File: src/rtl/ifetch_unit.sv
// Purpose : multi-cycle instruction fetch; holds PC/IR and forms the next PC from jump/branch results.
// Latency : at least 2 cycles per instruction (1 fetch cycle when imem acks at once + 1 issue cycle).
// Backpres: waits in fetch for imem_ack (halts after TIMEOUT cycles); holds issue until exec_done.
//
// Ports:
//   clk, rst_n              clock, synchronous active-low reset
//   imem_req/addr/ack/rdata instruction memory request/response
//   pc, instr               address and contents of the instruction being executed
//   opcode, funct           instr[31:26] / instr[5:0] for the decoder
//   instr_valid             instr is being executed (issue state)
//   exec_done, jump_en,
//   branch_taken            datapath completion and next-PC selection, sampled together
//   fetch_err               sticky memory-timeout flag
module ifetch_unit #(
  parameter logic [31:0] RESET_PC = 32'h0000_3000,
  parameter int          TIMEOUT  = 16
) (
  input  logic        clk,
  input  logic        rst_n,
  output logic        imem_req,
  output logic [31:0] imem_addr,
  input  logic        imem_ack,
  input  logic [31:0] imem_rdata,
  output logic [31:0] pc,
  output logic [31:0] instr,
  output logic [5:0]  opcode,
  output logic [5:0]  funct,
  output logic        instr_valid,
  input  logic        exec_done,
  input  logic        jump_en,
  input  logic        branch_taken,
  output logic        fetch_err
);

  localparam int            CW       = (TIMEOUT > 2) ? $clog2(TIMEOUT) : 1;
  localparam logic [CW-1:0] CNT_MAX  = CW'(TIMEOUT - 1);

  typedef enum logic [1:0] {
    S_FETCH = 2'd0,
    S_ISSUE = 2'd1,
    S_HALT  = 2'd2
  } state_t;

  state_t        r_state;
  logic [31:0]   r_pc;
  logic [31:0]   r_instr;
  logic [CW-1:0] r_cnt;
  logic          r_err;

  logic [31:0]   w_p4;
  logic [31:0]   w_jmp;
  logic [31:0]   w_br;
  logic [31:0]   w_npc;

  // Next-PC candidates; jump outranks branch.
  assign w_p4  = r_pc + 32'd4;
  assign w_jmp = {w_p4[31:28], r_instr[25:0], 2'b00};
  assign w_br  = w_p4 + {{14{r_instr[15]}}, r_instr[15:0], 2'b00};
  assign w_npc = jump_en      ? w_jmp :
                 branch_taken ? w_br  : w_p4;

  always_ff @(posedge clk) begin
    if (!rst_n) begin
      r_state <= S_FETCH;
      r_pc    <= {RESET_PC[31:2], 2'b00};
      r_instr <= '0;
      r_cnt   <= '0;
      r_err   <= 1'b0;
    end else begin
      case (r_state)
        S_FETCH: begin
          if (imem_ack) begin
            r_instr <= imem_rdata;
            r_cnt   <= '0;
            r_state <= S_ISSUE;
          end else if (r_cnt == CNT_MAX) begin
            r_err   <= 1'b1;
            r_state <= S_HALT;
          end else begin
            r_cnt   <= r_cnt + CW'(1);
          end
        end
        S_ISSUE: begin
          if (exec_done) begin
            r_pc    <= {w_npc[31:2], 2'b00};
            r_state <= S_FETCH;
          end
        end
        S_HALT: begin
          // Only reset leaves this state.
          r_err <= 1'b1;
        end
        default: begin
          r_state <= S_HALT;
        end
      endcase
    end
  end

  // The request is gated by rst_n so nothing is issued during a reset cycle.
  assign imem_req    = (r_state == S_FETCH) && rst_n;
  assign imem_addr   = r_pc;
  assign pc          = r_pc;
  assign instr       = r_instr;
  assign opcode      = r_instr[31:26];
  assign funct       = r_instr[5:0];
  assign instr_valid = (r_state == S_ISSUE);
  assign fetch_err   = r_err;

endmodule

File: config.mk
export PLATFORM = sky130hd
export DESIGN_NAME = ifetch_unit
export DESIGN_NICKNAME = d
export VERILOG_FILES = /design/src/rtl/ifetch_unit.sv
export SDC_FILE = /design/constraint.sdc
export NUM_CORES = 1
export LEC_CHECK = 0
export CAP_MARGIN = 40
export CORE_MARGIN = 2
export CORE_UTILIZATION = 45
export DETAILED_ROUTE_END_ITERATION = 12
export GPL_ROUTABILITY_DRIVEN = 0
export PLACE_DENSITY = 0.78
export SKIP_CTS_REPAIR_TIMING = 1
export SYNTH_ARGS = -nofsm -noshare
export SYNTH_HDL_FRONTEND = slang
export SYNTH_SLANG_ARGS = --single-unit
export TNS_END_PERCENT = 1
File: constraint.sdc
create_clock -name clk -period 3.3 [get_ports clk]
set_clock_uncertainty 0.2 [all_clocks]
set_input_delay 0.495 -clock clk [delete_from_list [all_inputs] [get_ports clk]]
set_output_delay 0.495 -clock clk [all_outputs]
set_load 0.02 [all_outputs]
==> flow_summary.toml <==
[sta]
tightestPinTransition_ns = 0.548
rsz0062_at_grt = "true"
timing.final.ws_setup_ns = -0.196
slew_viol_final = 0
finalHoldViolCount = 0
setup_tns_ns = -1.37
period_needed_ns = 3.50
holdWs_ns = 0.262
fmax_mhz = 286
relSlewSlack_pct = 63.3
setup_viol = 14
period_share_pct = 106

[placed_design]
dp_slack_ns = -0.326
dp_hpwl_microns = 14500
dp_cells = 1087
dpl_cell_area_sq_um = 7740
port_buffers = 144

[critical_path]
worstSetupPathType = "reg -> reg"
crit_required_ns = 3.38
cpPeakStageDelay_ns = 0.43
path_buf_inv = 0
cpMostUsedCell = "nor2_2"
cp-end-kind = "flip-flop"
cp_cell_sequence = "and4_4 > nand3_4 > or2_4 > nor2_2 > xnor2_1 > ha_1 > nand2_1 > or3_4 > a2bb2oi_4 > o31ai_2 > nor2_2 > o311ai_1 > o211ai_1 > mux2_4 > a21oi_2"
cp_slowest_cell = "or3_4"
arrival_ns = 3.58
reg2reg_slack_ns = -0.20
path_max_fanout = 5
cp-start-kind = "flip-flop"
crit_family = "simple AND/OR/NAND/NOR gates"

[finish]
final_common_cell = "clkdlybuf4s50_1"
regArea_sq_um = 1420
fill_cells = 934
syn_to_final_growth_pct = 48.2
drive_gt1_share_pct = 22.6
finalNonFillerCells = 1110
fin_util_pct = 69.0
final_cell_mix = "143 x clkdlybuf4s50_1, 136 x nand2_1, 116 x buf_4"
antenna_cells = 0
nets = 1014
stdcell_area_sq_um = 8390
multi_input_area_sq_um = 4110

[floorplanning]
rows = 40
die_area_sq_um = 13500
num_io_pins = 149
start_util_pct = 46.6
die_x_microns = 116
die_h_microns = 116
core_sq_um = 12200

[clocking]
cts.htree.levels = 3
cts_tree = "done"
clock_latency_ns = 0.34
cts-root-buf = "clkbuf_16"
clk_pin_slew_worst_paths_ns = 0.06
cts_sinks = 69
numCtsBuffers = 9
clock_path_buffers = 2

[logic_synthesis]
synth_top_cell_area_share_pct = 24.4
synth-async-reset-ratio_pct = 0
synth_seq_cells = 69
synth_area_sq_um = 5660
syn_area_per_cell_sq_um = 7.63
synthCells = 742
synth_edf_count = 0
yosysSeqAreaShare_pct = 24.4
yosysWarnings = 0
synth_cell_types = 72
synth_area_leaders = "dfxtp_1 24%, nand2_1 9.1%, ha_1 8.4%, buf_4 6.2%, a21boi_0 5.2%"
synth_flop_cell = "dfxtp_1"
synth_top_area_cell = "dfxtp_1"

[global_routing]
grt_start_max_net_pins = 55
grt_pass1_vias = 5902
overflow = 0
antenna_found_initial = 0
grt_first_pass_wirelength_microns = 29900
grtUsageTotal_pct = 28.4

[power]
leakagePower_nw = 3.57
powerDensity_nw_per_um2 = 314
finalPower_mw = 2.63
ir_drop_v = 0.000283

[min_path]
hp-class = "reg -> reg"

[routing]
drt_iter0_drc = 468
vias_per_cell = 5.59
wl_per_cell_microns = 17.6
firstDrtPassIters = 5
drc = 0
postRouteAntennaNets = 0
drt_wl_total_microns = 19600
vias = 6201

[run_status]
status = "complete, but fails checks"
violations = "setup timing"

[job]
maxCapViolCount = 0
## cell usage after synthesis, drive strengths merged (2+ instances only)
cell / n
o22ai: 2
o211ai: 9
a31o: 2
nor2: 41
a2111oi: 2
nand4: 12
nand3: 22
nor3: 10
o311ai: 2
nand3b: 2
a21oi: 41
and4: 4
o211a: 3
o21bai: 6
o221ai: 5
xor2: 22
xnor2: 30
inv: 10
or3: 3
clkbuf: 26
dfxtp: 69
a21o: 19
a311oi: 2
nor2b: 9
o2111ai: 3
o21ai: 40
ha: 38
nand2: 138
a2bb2oi: 4
buf: 54
and3: 10
a21boi: 39
o21a: 12
or2: 2
a211oi: 7
nand2b: 5
o31ai: 6
mux2i: 5
and2: 9
## flip-flops by register name, summed over array words and instances (netlist names)
name and count:
fetch_err 1, imem_addr 30, instr 32, r_cnt 4
r_state 2
## final cells by class
type | instances | area share [%]
sequential | 69 | 16.9
timing repair buffer | 261 | 27.6
inverter | 10 | 0.447
multi-input combinational | 586 | 48.9
tap | 168 | 2.51
clock inverter | 7 | 0.880
clock buffer | 9 | 2.68
## layer usage
metal	wire, microns	vias to the layer above	GRT usage [%]
li1	-	2968	-
met1	8170	2878	37.7
met2	8900	318	44.2
met3	2130	37	8.61
met4	370	0	9.13
met5	0	-	0
## cells by family (layout without fill, tap and decap cells)
kind of cell | Yosys count | after routing | share of synthesized area, %
muxes | 6 | 6 | 1.15
AOI/OAI and AO/OA | 215 | 215 | 26.2
and+or+nand+nor | 270 | 270 | 22.1
buffers and inverters | 90 | 287 | 9.30
adders and majority gates | 39 | 39 | 8.75
other | 1 | 4 | 0.0662
DFF | 69 | 69 | 24.4
xor gates and xnor gates | 52 | 52 | 8.04
## power breakdown
part           leakage (nW)  switching [mW]  total, mW  internal (mW)
logic                  2.85           0.381      0.723          0.342
clock network         0.146           0.397      0.986          0.589
registers             0.572          0.0509      0.922          0.871
total                  3.57           0.829       2.63           1.80
## worst paths after layout
path                              startpoint            end  cells after the start
worst max-delay path            imem_addr[9]  imem_addr[29]                     15
worst min-delay path               fetch_err      fetch_err                      1
worst max register to register  imem_addr[9]  imem_addr[29]                     15
worst min register to register     fetch_err      fetch_err                      1
(Power assumes the default switching activity.)
